===== config.mk =====
export PLATFORM = sky130hd
export DESIGN_NAME = ooo_decode_queue
export DESIGN_NICKNAME = d
export VERILOG_FILES = /design/src/rtl/ooo_decode_queue.sv
export SDC_FILE = /design/constraint.sdc
export NUM_CORES = 1
export LEC_CHECK = 0
export ABC_CLOCK_PERIOD_IN_PS = 2200
export CAP_MARGIN = 30
export CORE_MARGIN = 2
export CORE_UTILIZATION = 45
export DETAILED_ROUTE_END_ITERATION = 8
export HOLD_SLACK_MARGIN = 0.03
export PLACE_DENSITY = 0.69
export SLEW_MARGIN = 10
export SYNTH_ARGS = -nofsm -noshare
export SYNTH_HDL_FRONTEND = slang
export SYNTH_SLANG_ARGS = --single-unit

===== constraint.sdc =====
create_clock -name clk_i -period 2.2 [get_ports clk_i]
set_clock_uncertainty 0.1 [all_clocks]
set_input_delay 0.22 -clock clk_i [delete_from_list [all_inputs] [get_ports clk_i]]
set_output_delay 0.22 -clock clk_i [all_outputs]
set_load 0.005 [all_outputs]

===== src/rtl/ooo_decode_queue.sv =====
// Decode queue: decodes LEGv8-style instructions into control bundles and buffers them
// in a DEPTH-entry FIFO with branch-in-flight throttling. Define DECODE_MULDIV_EN to decode MUL/DIV.
module ooo_decode_queue #(
  parameter int DEPTH  = 4,
  parameter int MAX_BR = 2,
  parameter int REG_W  = 5
) (
  input  logic                        clk_i,
  input  logic                        rst_n_i,
  input  logic [17:0]                 instr_i,
  input  logic                        instr_valid_i,
  output logic                        instr_ready_o,
  output logic                        out_valid_o,
  input  logic                        out_ready_i,
  output logic [3:0]                  cmd_type_o,
  output logic [REG_W-1:0]            reg_rd_o,
  output logic [2:0]                  alu_op_o,
  output logic [1:0]                  which_math_o,
  output logic                        reg_write_o,
  output logic                        mem_write_o,
  output logic                        mem_to_reg_o,
  output logic                        alu_src_o,
  output logic                        save_cond_o,
  output logic                        left_shift_o,
  output logic                        is_branch_o,
  input  logic                        flush_i,
  input  logic                        br_resolve_i,
  output logic [$clog2(MAX_BR+1)-1:0] br_inflight_o
);

  localparam int PTR_W = $clog2(DEPTH);
  localparam int CNT_W = $clog2(DEPTH + 1);
  localparam int BR_W  = $clog2(MAX_BR + 1);

  localparam logic [3:0] CMD_ALU  = 4'd0;
  localparam logic [3:0] CMD_STUR = 4'd1;
  localparam logic [3:0] CMD_BCND = 4'd2;
  localparam logic [3:0] CMD_CBZ  = 4'd4;
  localparam logic [3:0] CMD_BR   = 4'd6;
  localparam logic [3:0] CMD_BL   = 4'd7;
  localparam logic [3:0] CMD_B    = 4'd8;
  localparam logic [3:0] CMD_LDUR = 4'd9;

  localparam logic [2:0] OP_ADD = 3'd2;
  localparam logic [2:0] OP_SUB = 3'd3;
  localparam logic [2:0] OP_AND = 3'd4;
  localparam logic [2:0] OP_ORR = 3'd5;
  localparam logic [2:0] OP_EOR = 3'd6;

  typedef struct packed {
    logic [3:0]       cmd_type;
    logic [REG_W-1:0] reg_rd;
    logic [2:0]       alu_op;
    logic [1:0]       which_math;
    logic             reg_write;
    logic             mem_write;
    logic             mem_to_reg;
    logic             alu_src;
    logic             save_cond;
    logic             left_shift;
    logic             is_branch;
  } entry_t;

  entry_t            dec;
  logic              dec_ok;
  entry_t            mem [DEPTH];
  entry_t            head;
  logic [PTR_W-1:0]  wr_ptr, rd_ptr;
  logic [CNT_W-1:0]  count;
  logic              enq, deq, br_enq, br_ret;
  logic [10:0]       opcode;
  logic              unused_ok;

  assign opcode    = instr_i[10:0];
  assign unused_ok = ^instr_i;

  // NOTE: every field gets a default before the case, so no latch can be inferred.
  always_comb begin
    dec        = '0;
    dec_ok     = 1'b1;
    dec.reg_rd = instr_i[12 +: REG_W];
    casez (opcode)
      11'b10001011000: begin dec.alu_op = OP_ADD; dec.reg_write = 1'b1; end
      11'b10101011000: begin dec.alu_op = OP_ADD; dec.reg_write = 1'b1; dec.save_cond = 1'b1; end
      11'b1001000100?: begin dec.alu_op = OP_ADD; dec.reg_write = 1'b1; dec.alu_src = 1'b1; end
      11'b11001011000: begin dec.alu_op = OP_SUB; dec.reg_write = 1'b1; end
      11'b11101011000: begin dec.alu_op = OP_SUB; dec.reg_write = 1'b1; dec.save_cond = 1'b1; end
      11'b10001010000: begin dec.alu_op = OP_AND; dec.reg_write = 1'b1; end
      11'b10101010000: begin dec.alu_op = OP_ORR; dec.reg_write = 1'b1; end
      11'b11001010000: begin dec.alu_op = OP_EOR; dec.reg_write = 1'b1; end
      11'b11010011011: begin
        dec.which_math = 2'd1; dec.reg_write = 1'b1; dec.alu_src = 1'b1; dec.left_shift = 1'b1;
      end
      11'b11010011010: begin dec.which_math = 2'd1; dec.reg_write = 1'b1; dec.alu_src = 1'b1; end
`ifdef DECODE_MULDIV_EN
      11'b10011011000: begin dec.which_math = 2'd2; dec.reg_write = 1'b1; end
      11'b10011010110: begin dec.which_math = 2'd3; dec.reg_write = 1'b1; end
`endif
      11'b11111000010: begin
        dec.cmd_type = CMD_LDUR; dec.alu_op = OP_ADD; dec.alu_src = 1'b1;
        dec.mem_to_reg = 1'b1; dec.reg_write = 1'b1;
      end
      11'b11111000000: begin
        dec.cmd_type = CMD_STUR; dec.alu_op = OP_ADD; dec.alu_src = 1'b1; dec.mem_write = 1'b1;
      end
      11'b000101?????: begin dec.cmd_type = CMD_B; dec.is_branch = 1'b1; end
      11'b100101?????: begin
        dec.cmd_type = CMD_BL; dec.is_branch = 1'b1; dec.reg_write = 1'b1;
        dec.reg_rd = REG_W'(30);
      end
      11'b11010110000: begin dec.cmd_type = CMD_BR;   dec.is_branch = 1'b1; end
      11'b10110100???: begin dec.cmd_type = CMD_CBZ;  dec.is_branch = 1'b1; end
      11'b01010100???: begin dec.cmd_type = CMD_BCND; dec.is_branch = 1'b1; end
      default:         dec_ok = 1'b0;
    endcase
  end

  assign instr_ready_o = (count != CNT_W'(DEPTH)) && !flush_i &&
                         !(dec.is_branch && (br_inflight_o == BR_W'(MAX_BR)));
  assign out_valid_o   = (count != '0);

  // Unrecognised opcodes complete the handshake but never reach the queue.
  assign enq    = instr_valid_i && instr_ready_o && dec_ok;
  assign deq    = out_valid_o && out_ready_i;
  assign br_enq = enq && dec.is_branch;
  assign br_ret = br_resolve_i && (br_inflight_o != '0);

  // NOTE: the payload array has no reset; out_valid_o gates everything read from it.
  always_ff @(posedge clk_i) begin
    if (enq) mem[wr_ptr] <= dec;
  end

  // NOTE: state registers use non-blocking assignments so all updates see pre-edge values.
  always_ff @(posedge clk_i or negedge rst_n_i) begin
    if (!rst_n_i) begin
      wr_ptr        <= '0;
      rd_ptr        <= '0;
      count         <= '0;
      br_inflight_o <= '0;
    end else if (flush_i) begin
      wr_ptr        <= '0;
      rd_ptr        <= '0;
      count         <= '0;
      br_inflight_o <= '0;
    end else begin
      if (enq) wr_ptr <= wr_ptr + PTR_W'(1);
      if (deq) rd_ptr <= rd_ptr + PTR_W'(1);
      case ({enq, deq})
        2'b10:   count <= count + CNT_W'(1);
        2'b01:   count <= count - CNT_W'(1);
        default: ;
      endcase
      case ({br_enq, br_ret})
        2'b10:   br_inflight_o <= br_inflight_o + BR_W'(1);
        2'b01:   br_inflight_o <= br_inflight_o - BR_W'(1);
        default: ;
      endcase
    end
  end

  assign head         = out_valid_o ? mem[rd_ptr] : '0;
  assign cmd_type_o   = head.cmd_type;
  assign reg_rd_o     = head.reg_rd;
  assign alu_op_o     = head.alu_op;
  assign which_math_o = head.which_math;
  assign reg_write_o  = head.reg_write;
  assign mem_write_o  = head.mem_write;
  assign mem_to_reg_o = head.mem_to_reg;
  assign alu_src_o    = head.alu_src;
  assign save_cond_o  = head.save_cond;
  assign left_shift_o = head.left_shift;
  assign is_branch_o  = head.is_branch;

endmodule


==> out/qor.yml, run 1 <==
violations: "negative setup slack"
die_y_um: 100
critPathArrivalTime_ns: 2.52
fin_total_pwr_mw: 3.34
min_path_type: "input pin to asynchronous set/reset pin"
ys_ff_latch: 89
io_pins: 49
drive_gt1_share_pct: 49.0
io_buffers: 45
postCtsHoldBufs: 0
fin_crit_ns: 2.35
drv_slew: 0
final_common_cell: "edfxtp_1"
cellLeakagePower_nw: 2.25
place_hpwl_um: 6030
grt_max_degree: 24
cp.required_ns: 2.37
grt_pass1_wl_um: 14900
vias_per_cell: 5.50
rows: 35
power_switching_mw: 0.720
syn2layout_area_growth_pct: 42.5
ant_nets: 0
antenna-diode-count: 0
worst_slack_ns: -0.152
cts_made_buffers: 9
synthArstFlopShare_pct: 10.1
place_congestion: 0.836
tightest_slew_ns: 0.524
synth.avg_cell_area_sq_um: 15.2
end_kind: "flip-flop"
max-cap-violations: 0
path_max_fanout: 3
final_cell_mix: "80 x edfxtp_1, 66 x buf_4, 23 x buf_6, 20 x mux4_2, 18 x buf_2"
h-tree-depth: 3
p_int_mw: 2.62
totalWireLength_um: 9440
status: "finished, violations left"
synth-edff-count: 80
clk_path_buf_depth: 2
clkSinkCount: 89
dp_slack_ns: -1.01
synthDistinctLibCells: 58
cts-root-buf: "clkbuf_8"
firstDrtPassIters: 4
nets: 436
ys_warn_count: 0
p_seq_share_pct: 54.7
die_x_um: 100
finalCritPeriodShare_pct: 107
vias: 2879
switching_share_pct: 21.6
drc_errors: 0
hold_viol: 0
cts_tree: "built"
wl_per_cell_um: 18.0
dieArea_sq_um: 10100
grt_pass1_vias: 2951
critPathLaunch: "instr_i[0]"
power_frac_clock_pct: 37.1
r2r_setup_slack_ns: -0.09
synth_flop_cell: "edfxtp_1"
clkTransAtPathRegs_ns: 0.09
antenna_found_initial: 0
whs_ns: 0.0876
syn_nets: 304
slew_headroom_pct: 64.8
grt_usage_pct: 19.7
syn_inst: 275
p_per_area_nw_per_um2: 560
grt_overflow: 0
setup_viol: 5
ys_seq_area_share_pct: 62.7
drt_iter0_drc: 127
r2r-start: "count[0]"
coreArea_sq_um: 9150
clk-insertion-delay-late_ns: 0.35
p_comb_share_pct: 8.2
fmax_ghz: 0.425
rsz0062_at_grt: "yes"
fin_util_pct: 65.2
syn_area_sq_um: 4190
critical_path_class: "input pin to flip-flop"
start_util_pct: 45.8
start_kind: "input pin"
vdd_drop_max_v: 0.000349
## state kept, by name, indices dropped and copies added (netlist names)
name	cells
wr_ptr	2
br_inflight_o	2
mem	80
rd_ptr	2
count	3
## final cells by class
cell class                 count  area [sq um]
sequential                    89          2630
clock inverter                 7           101
timing repair buffer         136          1250
clock buffer                   9           124
inverter                       5          21.3
tap                          111           139
multi-input combinational    166          1710
fill                         634          3180
## metrics by stage
stage	std cells	instance area (sq um)	setup TNS [ns]
after CTS	522	5890	-0.801
after floorplan	275	4290	-0.663
after global routing	523	5970	-1.23
final	523	5970	-0.312
after global placement	476	5340	-55.47
after detailed placement	476	5340	-61.59
## what timing repair did
item / 4_1_cts / 5_1_grt
endpoints found under the setup margin: 109 / 24
pin swaps: 32 / 17
gates cloned: 1 / 0
buffers inserted: 29 / 4
resized for setup: 171 / 25
## critical path: stages
cell,delay [ns]
buf_8,0.10
buf_6,0.11
nor4b_4,0.32
nand4b_4,0.17
o2111ai_4,0.25
o41ai_4,0.10
nor2_4,0.16
nor2_4,0.05
fa_2,0.37
nand3b_1,0.09
o21ai_1,0.06
or3_1,0.33
a211oi_2,0.18
## per-layer routing
metal | up-vias | share of wire (%) | global-route usage [%] | routed length, um
met5 | - | 0 | 0 | 0
met4 | 0 | 1.3 | 6.22 | 121
met3 | 11 | 3.3 | 3.19 | 311
met2 | 59 | 56 | 35.7 | 5270
met1 | 1458 | 40 | 24.1 | 3740
li1 | 1351 | - | - | -
## cell families after synthesis
logic type               share of synthesized area [%]
AND/OR/NAND/NOR                                   15.2
multiplexers                                      11.0
AO/OA/AOI/OAI                                     6.66
buffers and inverters                             2.24
XOR/XNOR                                         0.418
flip-flops                                        62.7
other                                           0.0895
adder cells (fa/ha/maj)                           1.67
## path summary, 6_finish.rpt
kind | end | cells past startpoint
min in group clk_i | mem[3][1] | 3
setup / recovery | count[2] | 13
setup reg to reg | count[2] | 9
hold reg to reg | wr_ptr[1] | 2
max in group asynchronous | rd_ptr[0] | 1
hold / removal | br_inflight_o[0] | 1
## cells in the mapped netlist (3+ instances only)
library cell / instances / area share [%]
inv_1: 4 / 0.36
clkbuf_1: 7 / 0.63
nand3b_1: 3 / 0.54
nor3_1: 3 / 0.36
nand2b_1: 6 / 0.90
nor3b_1: 3 / 0.54
nor2b_1: 8 / 1.2
and3_1: 8 / 1.2
a21oi_1: 8 / 0.96
o21ai_0: 4 / 0.48
nand2_1: 11 / 0.99
nor2_1: 12 / 1.1
ha_1: 4 / 1.2
dfrtp_1: 9 / 5.4
buf_2: 6 / 0.72
mux4_2: 20 / 11
and2_1: 22 / 3.3
or3_1: 3 / 0.45
nand3_1: 5 / 0.60
edfxtp_1: 80 / 57
nor4_1: 3 / 0.45
nand4_1: 5 / 0.75
## power by group through the flow
stage	Combinational (mW)	Clock [mW]	Sequential [mW]
detailed placement	0.223	0	1.87
CTS	0.262	1.27	1.83
finish	0.273	1.24	1.83
global placement	0.217	0	1.87
floorplan	0.0988	0	1.87
global route	0.290	1.33	1.83
Power figures use the tool's default switching activity.
==> inputs of run 2 (changes only) <==
--- a/config.mk
+++ b/config.mk
@@ -10,8 +10,8 @@
 export CORE_MARGIN = 2
 export CORE_UTILIZATION = 45
 export DETAILED_ROUTE_END_ITERATION = 8
+export DONT_BUFFER_PORTS = 1
 export HOLD_SLACK_MARGIN = 0.03
-export PLACE_DENSITY = 0.69
 export SLEW_MARGIN = 10
 export SYNTH_ARGS = -nofsm -noshare
 export SYNTH_HDL_FRONTEND = slang
==> out/qor.yml, run 2 (same netlist as run 1, synthesis figures left out) <==
grtUsageMet2_pct: 30.1
top_usage_layer: "met2"
cts_tree: "built"
whs_ns: -0.191
rows: 35
clk-insertion-delay-late_ns: 0.35
power_frac_clock_pct: 34.9
min_to: "count[2]"
io_pins: 49
finalCritPeriodShare_pct: 101
nets: 354
drive_gt1_share_pct: 32.1
place_congestion: 0.849
reg2regPathDepth: 9
r2r_end: "count[2]"
r2r-start: "br_inflight_o[1]"
reg.largest.list: "mem x80, count x3"
p_per_area_nw_per_um2: 599
num-fill-cells: 760
min_path_type: "input pin to flip-flop"
worst_slack_ns: -0.0179
clkTransAtPathRegs_ns: 0.10
final_common_cell: "edfxtp_1"
cellLeakagePower_nw: 1.75
hold_viol: 6
setup_viol: 1
firstDrtPassIters: 4
fmax_ghz: 0.451
antenna_found_initial: 0
clk_path_buf_depth: 2
drt_iter0_drc: 131
drv_slew: 0
largest_reg_flops: 80
fin_total_pwr_mw: 3.01
p_int_mw: 2.33
io_buffers: 0
end_kind: "flip-flop"
critical_path_class: "flip-flop to flip-flop"
ant_nets: 0
dp_slack_ns: -0.270
vias_per_cell: 5.66
rsz0062_at_grt: "yes"
cts-root-buf: "clkbuf_8"
fin_util_pct: 55.0
die_y_um: 100
worstHoldStart: "flush_i"
start_kind: "flip-flop"
drc_errors: 0
fin_crit_ns: 2.22
final_cell_mix: "80 x edfxtp_1, 41 x buf_4, 22 x and2_1, 20 x mux4_2, 11 x nand2_1"
antenna-diode-count: 0
critPathArrivalTime_ns: 2.39
clkSinkCount: 89
start_util_pct: 45.8
largest-register: "mem"
h-tree-depth: 3
place_hpwl_um: 5690
vias: 2498
postCtsHoldBufs: 8
use_met3_pct: 3.88
cp.required_ns: 2.38
wl_per_cell_um: 18.8
dieArea_sq_um: 10100
vdd_drop_max_v: 0.000284
p_seq_share_pct: 60.7
grt_overflow: 0
r2r_setup_slack_ns: -0.02
syn2layout_area_growth_pct: 20.0
grt_pass1_wl_um: 13600
cts_made_buffers: 9
grt_pass1_vias: 2571
die_x_um: 100
grt_max_degree: 24
max-cap-violations: 0
coreArea_sq_um: 9150
power_switching_mw: 0.684
violations: "negative hold slack, negative setup slack"
switching_share_pct: 22.7
whs_path_depth: 1
grt_usage_pct: 18.0
p_comb_share_pct: 4.5
grt.met1_usage_pct: 23.6
path_max_fanout: 3
totalWireLength_um: 8290
status: "finished, violations left"
==> run 2: through the flow <==
stage	std cells	area, sq um	hold WS [ns]	TNS (ns)
floorplan	275	4290	-0.176	-0.663
global placement	415	4740	-0.175	-1.83
detailed placement	415	4740	-0.175	-5.51
CTS	441	5020	-0.211	-0.0224
global route	441	5030	-0.215	-0.127
finish	441	5030	-0.191	-0.0179
==> run 2: power groups by stage <==
stage	Clock, mW	Combinational, mW	Sequential [mW]
after floorplan	0	0.0988	1.87
after global placement	0	0.118	1.87
after detailed placement	0	0.121	1.87
after CTS	1.08	0.135	1.83
after global routing	1.14	0.147	1.83
final	1.05	0.134	1.83
==> run 2: layer usage <==
layer  share of wire (%)  vias to the layer above  wire, um
met2                  51                       53      4220
met3                 4.3                        8       355
met4                0.83                        0        69
li1                    -                     1185         -
met1                  44                     1252      3640
met5                   0                        -         0
==> run 2: how the worst max path moves through the flow <==
stage | from | to | slack [ns]
after floorplan | instr_i[4] | count[2] | -0.34
after global placement | instr_i[2] | count[2] | -0.23
after detailed placement | instr_i[7] | count[2] | -0.27
after CTS | br_inflight_o[1] | count[2] | -0.02
after global routing | br_inflight_o[1] | count[2] | -0.13
final | br_inflight_o[1] | count[2] | -0.02
==> run 2: critical path, stage by stage, from the launching register on <==
cell and delay [ns]:
dfrtp_1 0.38, nor2b_1 0.13, a221o_2 0.36, nor2_4 0.11
nor2_2 0.05, fa_2 0.37, nand3b_1 0.09, o21ai_1 0.05
or3_1 0.32, a211oi_2 0.18
==> run 2: timing repair <==
action	in CTS	in global routing
gates resized for setup	1	3
pin swaps	1	0
endpoints found under the hold margin	34	8
setup buffers	2	0
setup endpoints to repair	1	5
==> run 2: cell type report <==
type	instances	area (sq um)	share of cell area (%)
clock buffers	9	124	2.46
clock inverters	7	58.8	1.17
inverters	5	18.8	0.373
multi-input cells	166	1570	31.3
flip-flops and latches	89	2630	52.3
well taps	111	139	2.76
repair buffers	54	488	9.70
